--- src/rtl/uart_imem_loader.sv ---
// uart_imem_loader: boot-time loader that packs UART bytes into little-endian
// 32-bit words and writes them to instruction memory at consecutive word
// addresses. The CPU core is held in reset until END_COUNT back-to-back
// END_WORD writes are seen. Filling more words than the memory holds is an
// error.
// Optional feature: define LOADER_CHECKSUM_EN to add a 32-bit `checksum`
// output that is the XOR of every word written.
module uart_imem_loader #(
  parameter int unsigned ADDR_W    = 8,
  parameter logic [31:0] END_WORD  = 32'hFFFF_FFFF,
  parameter int unsigned END_COUNT = 2
) (
  input  logic              clk,
  input  logic              resetn,
  input  logic              load_en,
  input  logic              rx_valid,
  input  logic [7:0]        rx_data,
  input  logic              rx_break,
  output logic              imem_we,
  output logic [ADDR_W-1:0] imem_addr,
  output logic [31:0]       imem_wdata,
  output logic              cpu_rst_n,
  output logic              write_done,
  output logic              load_err,
  output logic [ADDR_W:0]   word_count
`ifdef LOADER_CHECKSUM_EN
  ,
  output logic [31:0]       checksum
`endif
);

  typedef enum logic [1:0] {StIdle, StLoad, StDone, StError} state_e;

  // Word count at which the memory is full.
  localparam logic [ADDR_W:0] Depth    = {1'b1, {ADDR_W{1'b0}}};
  localparam logic [1:0]      EndCount = END_COUNT[1:0];

  state_e state_q, state_d;

  logic [1:0]        byte_idx_q;
  logic [23:0]       byte_buf_q;   // bytes 0..2 of the word being assembled
  logic [ADDR_W-1:0] word_ptr_q;
  logic [ADDR_W:0]   word_count_q;
  logic [1:0]        end_run_q;
  logic              done_pend_q;  // last write reached END_COUNT terminators
  logic              imem_we_q;
  logic [ADDR_W-1:0] imem_addr_q;
  logic [31:0]       imem_wdata_q;
`ifdef LOADER_CHECKSUM_EN
  logic [31:0]       checksum_q;
`endif

  logic        byte_accept;
  logic        word_cpl;
  logic        mem_full;
  logic        wr_fire;
  logic [31:0] word_asm;
  logic [1:0]  end_run_nxt;

  // Byte acceptance and word-completion decode for the current cycle.
  always_comb begin
    byte_accept = (state_q == StLoad) && rx_valid && !rx_break;
    word_cpl    = byte_accept && (byte_idx_q == 2'd3);
    mem_full    = (word_count_q == Depth);
    wr_fire     = word_cpl && !mem_full;
    word_asm    = {rx_data, byte_buf_q};
    end_run_nxt = (word_asm == END_WORD) ? end_run_q + 2'd1 : 2'd0;
  end

  // FSM state register.
  always_ff @(posedge clk) begin
    if (!resetn) begin
      state_q <= StIdle;
    end else begin
      state_q <= state_d;
    end
  end

  // FSM next-state logic; DONE and ERROR are left only through reset.
  always_comb begin
    state_d = state_q;
    unique case (state_q)
      StIdle: begin
        if (load_en) state_d = StLoad;
      end
      StLoad: begin
        if (done_pend_q) begin
          state_d = StDone;
        end else if (word_cpl && mem_full) begin
          state_d = StError;
        end
      end
      StDone:  state_d = StDone;
      StError: state_d = StError;
      default: state_d = StIdle;
    endcase
  end

  // FSM outputs: core released and done flag only in DONE, error flag in ERROR.
  always_comb begin
    cpu_rst_n  = 1'b0;
    write_done = 1'b0;
    load_err   = 1'b0;
    unique case (state_q)
      StDone: begin
        cpu_rst_n  = 1'b1;
        write_done = 1'b1;
      end
      StError: load_err = 1'b1;
      default: ;
    endcase
  end

  // Byte assembly, write generation, terminator tracking and counters.
  always_ff @(posedge clk) begin
    if (!resetn) begin
      byte_idx_q   <= 2'd0;
      byte_buf_q   <= 24'd0;
      word_ptr_q   <= '0;
      word_count_q <= '0;
      end_run_q    <= 2'd0;
      done_pend_q  <= 1'b0;
      imem_we_q    <= 1'b0;
      imem_addr_q  <= '0;
      imem_wdata_q <= 32'd0;
`ifdef LOADER_CHECKSUM_EN
      checksum_q   <= 32'd0;
`endif
    end else begin
      imem_we_q <= 1'b0;
      if (state_q == StLoad) begin
        if (rx_break) begin
          // BREAK drops any partial word and any terminator run in progress.
          byte_idx_q <= 2'd0;
          end_run_q  <= 2'd0;
        end else if (rx_valid) begin
          byte_idx_q <= byte_idx_q + 2'd1;
          unique case (byte_idx_q)
            2'd0: byte_buf_q[7:0]   <= rx_data;
            2'd1: byte_buf_q[15:8]  <= rx_data;
            2'd2: byte_buf_q[23:16] <= rx_data;
            default: ;
          endcase
          if (wr_fire) begin
            imem_we_q    <= 1'b1;
            imem_addr_q  <= word_ptr_q;
            imem_wdata_q <= word_asm;
            word_ptr_q   <= word_ptr_q + ADDR_W'(1);
            word_count_q <= word_count_q + (ADDR_W + 1)'(1);
            end_run_q    <= end_run_nxt;
            done_pend_q  <= (end_run_nxt == EndCount);
`ifdef LOADER_CHECKSUM_EN
            checksum_q   <= checksum_q ^ word_asm;
`endif
          end
        end
      end
    end
  end

  assign imem_we    = imem_we_q;
  assign imem_addr  = imem_addr_q;
  assign imem_wdata = imem_wdata_q;
  assign word_count = word_count_q;
`ifdef LOADER_CHECKSUM_EN
  assign checksum   = checksum_q;
`endif

endmodule

--- config.mk ---
export PLATFORM = sky130hd
export DESIGN_NAME = uart_imem_loader
export DESIGN_NICKNAME = d
export VERILOG_FILES = /design/src/rtl/uart_imem_loader.sv
export SDC_FILE = /design/constraint.sdc
export NUM_CORES = 1
export LEC_CHECK = 0
export CORE_ASPECT_RATIO = 0.9
export CORE_MARGIN = 1.5
export CORE_UTILIZATION = 25
export DETAILED_ROUTE_END_ITERATION = 10
export HOLD_SLACK_MARGIN = 0.06
export PLACE_DENSITY = 0.43
export SYNTH_ARGS = -nofsm -noshare
export SYNTH_HDL_FRONTEND = slang
export SYNTH_SLANG_ARGS = --single-unit
--- constraint.sdc ---
create_clock -name clk -period 2.12 [get_ports clk]
set_input_delay 0.212 -clock clk [delete_from_list [all_inputs] [get_ports clk]]
set_output_delay 0.212 -clock clk [all_outputs]
set_load 0.005 [all_outputs]
==> results.yml <==
critical_path:
  path_max_fanout: 21
  crit_family: "simple AND/OR/NAND/NOR gates"
  cp.arrival_ps: 2180
  cp.required_ps: 2360
  cp_cell_sequence: "inv_1, ha_1, or4b_4, o211a_1, buf_12, and3_1, o21a_1"
  rr_worst_depth: 7
  critical_path_class: "reg2reg"
  endpoint_kind: "register"
  max_stage_delay_ps: 510
  cpMaxStageDelayCell: "or4b_4"
  path_buf_inv: 2
  cp-start-kind: "register"
  crit_cells: 7
worst_hold_path:
  worstHoldPathCells: 2
  hold_path_class: "reg2reg"
synthesis:
  ys.flop_type: "dfxtp_1"
  yosys.area.top_type: "dfxtp_1"
  syn_nets: 458
  synth_cell_types: 39
  seq_area_frac_synth_pct: 49.91
  ys_warn_count: 0
  synth_top_cells_by_area: "dfxtp_1, nand2_1, a21oi_1, nand3_1, ha_1"
  yosysTopAreaCellShare_pct: 49.91
  synth_cells: 438
  synth_edf_count: 0
  postSynth.asyncResetShare_pct: 0
  syn-cell-area_sq_um: 3570
  synth_seq_cells: 89
  avgSynthCellArea_sq_um: 8.150
global_route:
  grt_pass1_vias: 3071
  grt_pass1_wl_mm: 15.86
  grt_overflow_total: 0
  grt_max_degree: 55
  antenna_found_initial: 0
  track_usage_pct: 13.73
sta:
  finalCritPeriodShare_pct: 91.17
  setup_viol: 0
  fin_crit_ps: 1933
  maxSlewViolCount: 0
  hold_violations: 0
  finClkSkew_ps: 8.783
  relSlewSlack_pct: 76.34
  worst_slew_pin_slew_ps: 351.6
  fmax_mhz: 517.4
  tns_ps: 0
  rsz0062_at_grt: "no"
floorplanning:
  start_util_pct: 25.49
  fp.dieW_um: 129.0
  num_rows: 41
  core_sq_um: 14000
  die_height_um: 116.4
  die_area_sq_um: 15010
  ios: 66
drt:
  num_vias: 3206
  wire_per_inst_um: 13.68
  wirelength_mm: 9.698
  drtAntennaViolNets: 0
  via_per_inst: 4.522
  firstDrtPassIters: 4
  drt_iter0_drc: 185
  drc: 0
pwr:
  p_leak_nw: 1.590
  ir_worst_vdd_uv: 333.6
  p_total_mw: 3.334
  power_density_nw_per_um2: 683.7
outcome:
  status: "completed"
clock_network:
  cts_buffer_depth: 2
  h-tree-depth: 3
  hold_buffers: 0
  cts_root_buffer: "clkbuf_16"
  cts.sinks: 89
  postCtsSetupRepairBufs: 0
  cts_buffers: 9
  clk_latency_ps: 350
  cts_tree: "yes"
  clkTransAtPathRegs_ps: 60
  cts_resized: 0
finish:
  layout-drive-gt1-share_pct: 8.915
  syn_to_final_growth_pct: 36.63
  diodes: 0
  num-fill-cells: 1467
  nets: 531
  fin_area_sq_um: 4877
place:
  placed_area_sq_um: 4589
  io_buffer_count: 65
  hpwl_mm: 6.901
  gp_congestion: 0.7576
job:
  drv_cap: 0
==> cell usage in the layout, fill, tap and decap left out, drive strengths merged, types with 2 or more instances in the layout <==
| cell type | instances |
|---|---|
| nand2 | 120 |
| dfxtp | 89 |
| a21oi | 79 |
| clkdlybuf4s50 | 65 |
| nand3 | 31 |
| buf | 26 |
| nand4 | 13 |
| clkbuf | 12 |
| inv | 11 |
| nor2 | 8 |
| ha | 7 |
| o21ai | 6 |
| mux2i | 4 |
| o31ai | 4 |
| or4 | 4 |
| or3 | 4 |
| clkinv | 4 |
| and2 | 3 |
| nand2b | 3 |
| xnor2 | 3 |
| nor2b | 2 |
| o2111ai | 2 |
| nor4 | 2 |
| or4b | 2 |
==> kinds of logic after synthesis <==
kind of cell | share of synthesized area [%]
simple gates | 25.41
compound gates | 15.14
flops | 49.91
buf+inv | 5.223
fa+ha+maj | 2.453
mux | 1.122
xor+xnor | 0.7362
==> Yosys cell counts (4+ instances only) <==
master      n
nor2_1      8
mux2i_1     4
nand2_1   120
a21oi_1    78
clkbuf_1   16
ha_1        7
o21ai_0     6
or3_1       4
or4_1       4
nand3_1    31
buf_2       8
dfxtp_1    89
nand4_1    13
inv_1      11
o31ai_1     4
==> worst min-delay path, stage by stage, from the launching register on <==
cell     delay, ps
dfxtp_1        310
nand2_1         50
a21oi_1         50
==> cell type report <==
cell class	instances	area, sq um	area share, %
clock buffer	12	256.5	5.259
tap	193	241.5	4.951
clock inverter	4	27.53	0.5644
sequential	89	1782	36.53
multi-input combinational	309	1617	33.15
timing repair buffer	91	912.1	18.70
inverter	11	41.29	0.8466
==> sequential cells by signal, summed over array words and instances, names as in the netlist <==
register     count
state_q          2
imem_wdata      32
imem_addr        8
byte_buf_q      24
byte_idx_q       2
end_run_q        2
word_ptr_q       8
word_count       9
imem_we          1
done_pend_q      1
==> per-layer routing <==
metal	routed length (um)	track usage, %	share of wire, %
met2	4363	21.60	45
met5	0	0	0
met4	173	4.045	1.8
met1	4750	18.09	49
met3	411	4.352	4.2
==> per-stage QoR <==
stage                     hold slack (ps)  setup WS (ps)  cells  utilization (%)
after CTS                           455.7          98.22    709            34.80
after floorplan                     348.0          274.2    438                -
after detailed placement            446.9          82.37    693            32.77
after global routing                480.9          48.55    709            34.83
after global placement              448.2          105.4    693            32.77
final                               452.6          187.1    709            34.83
==> power breakdown <==
group	internal (mW)	switching [mW]
logic	0.0512	0.0718
clock network	0.859	0.667
registers	1.68	0.00732
total	2.59	0.746
==> path summary, 6_finish.rpt <==
kind                               start                          end  slack [ps]
max           word_count[0]$_SDFFE_PN0P_   word_ptr_q[2]$_SDFFE_PN0P_         190
min          imem_wdata[19]$_SDFFE_PN0P_  imem_wdata[19]$_SDFFE_PN0P_         450
max reg2reg   word_count[0]$_SDFFE_PN0P_   word_ptr_q[2]$_SDFFE_PN0P_         190
min reg2reg  imem_wdata[19]$_SDFFE_PN0P_  imem_wdata[19]$_SDFFE_PN0P_         450
No activity file was read; power rests on OpenSTA's default activity.
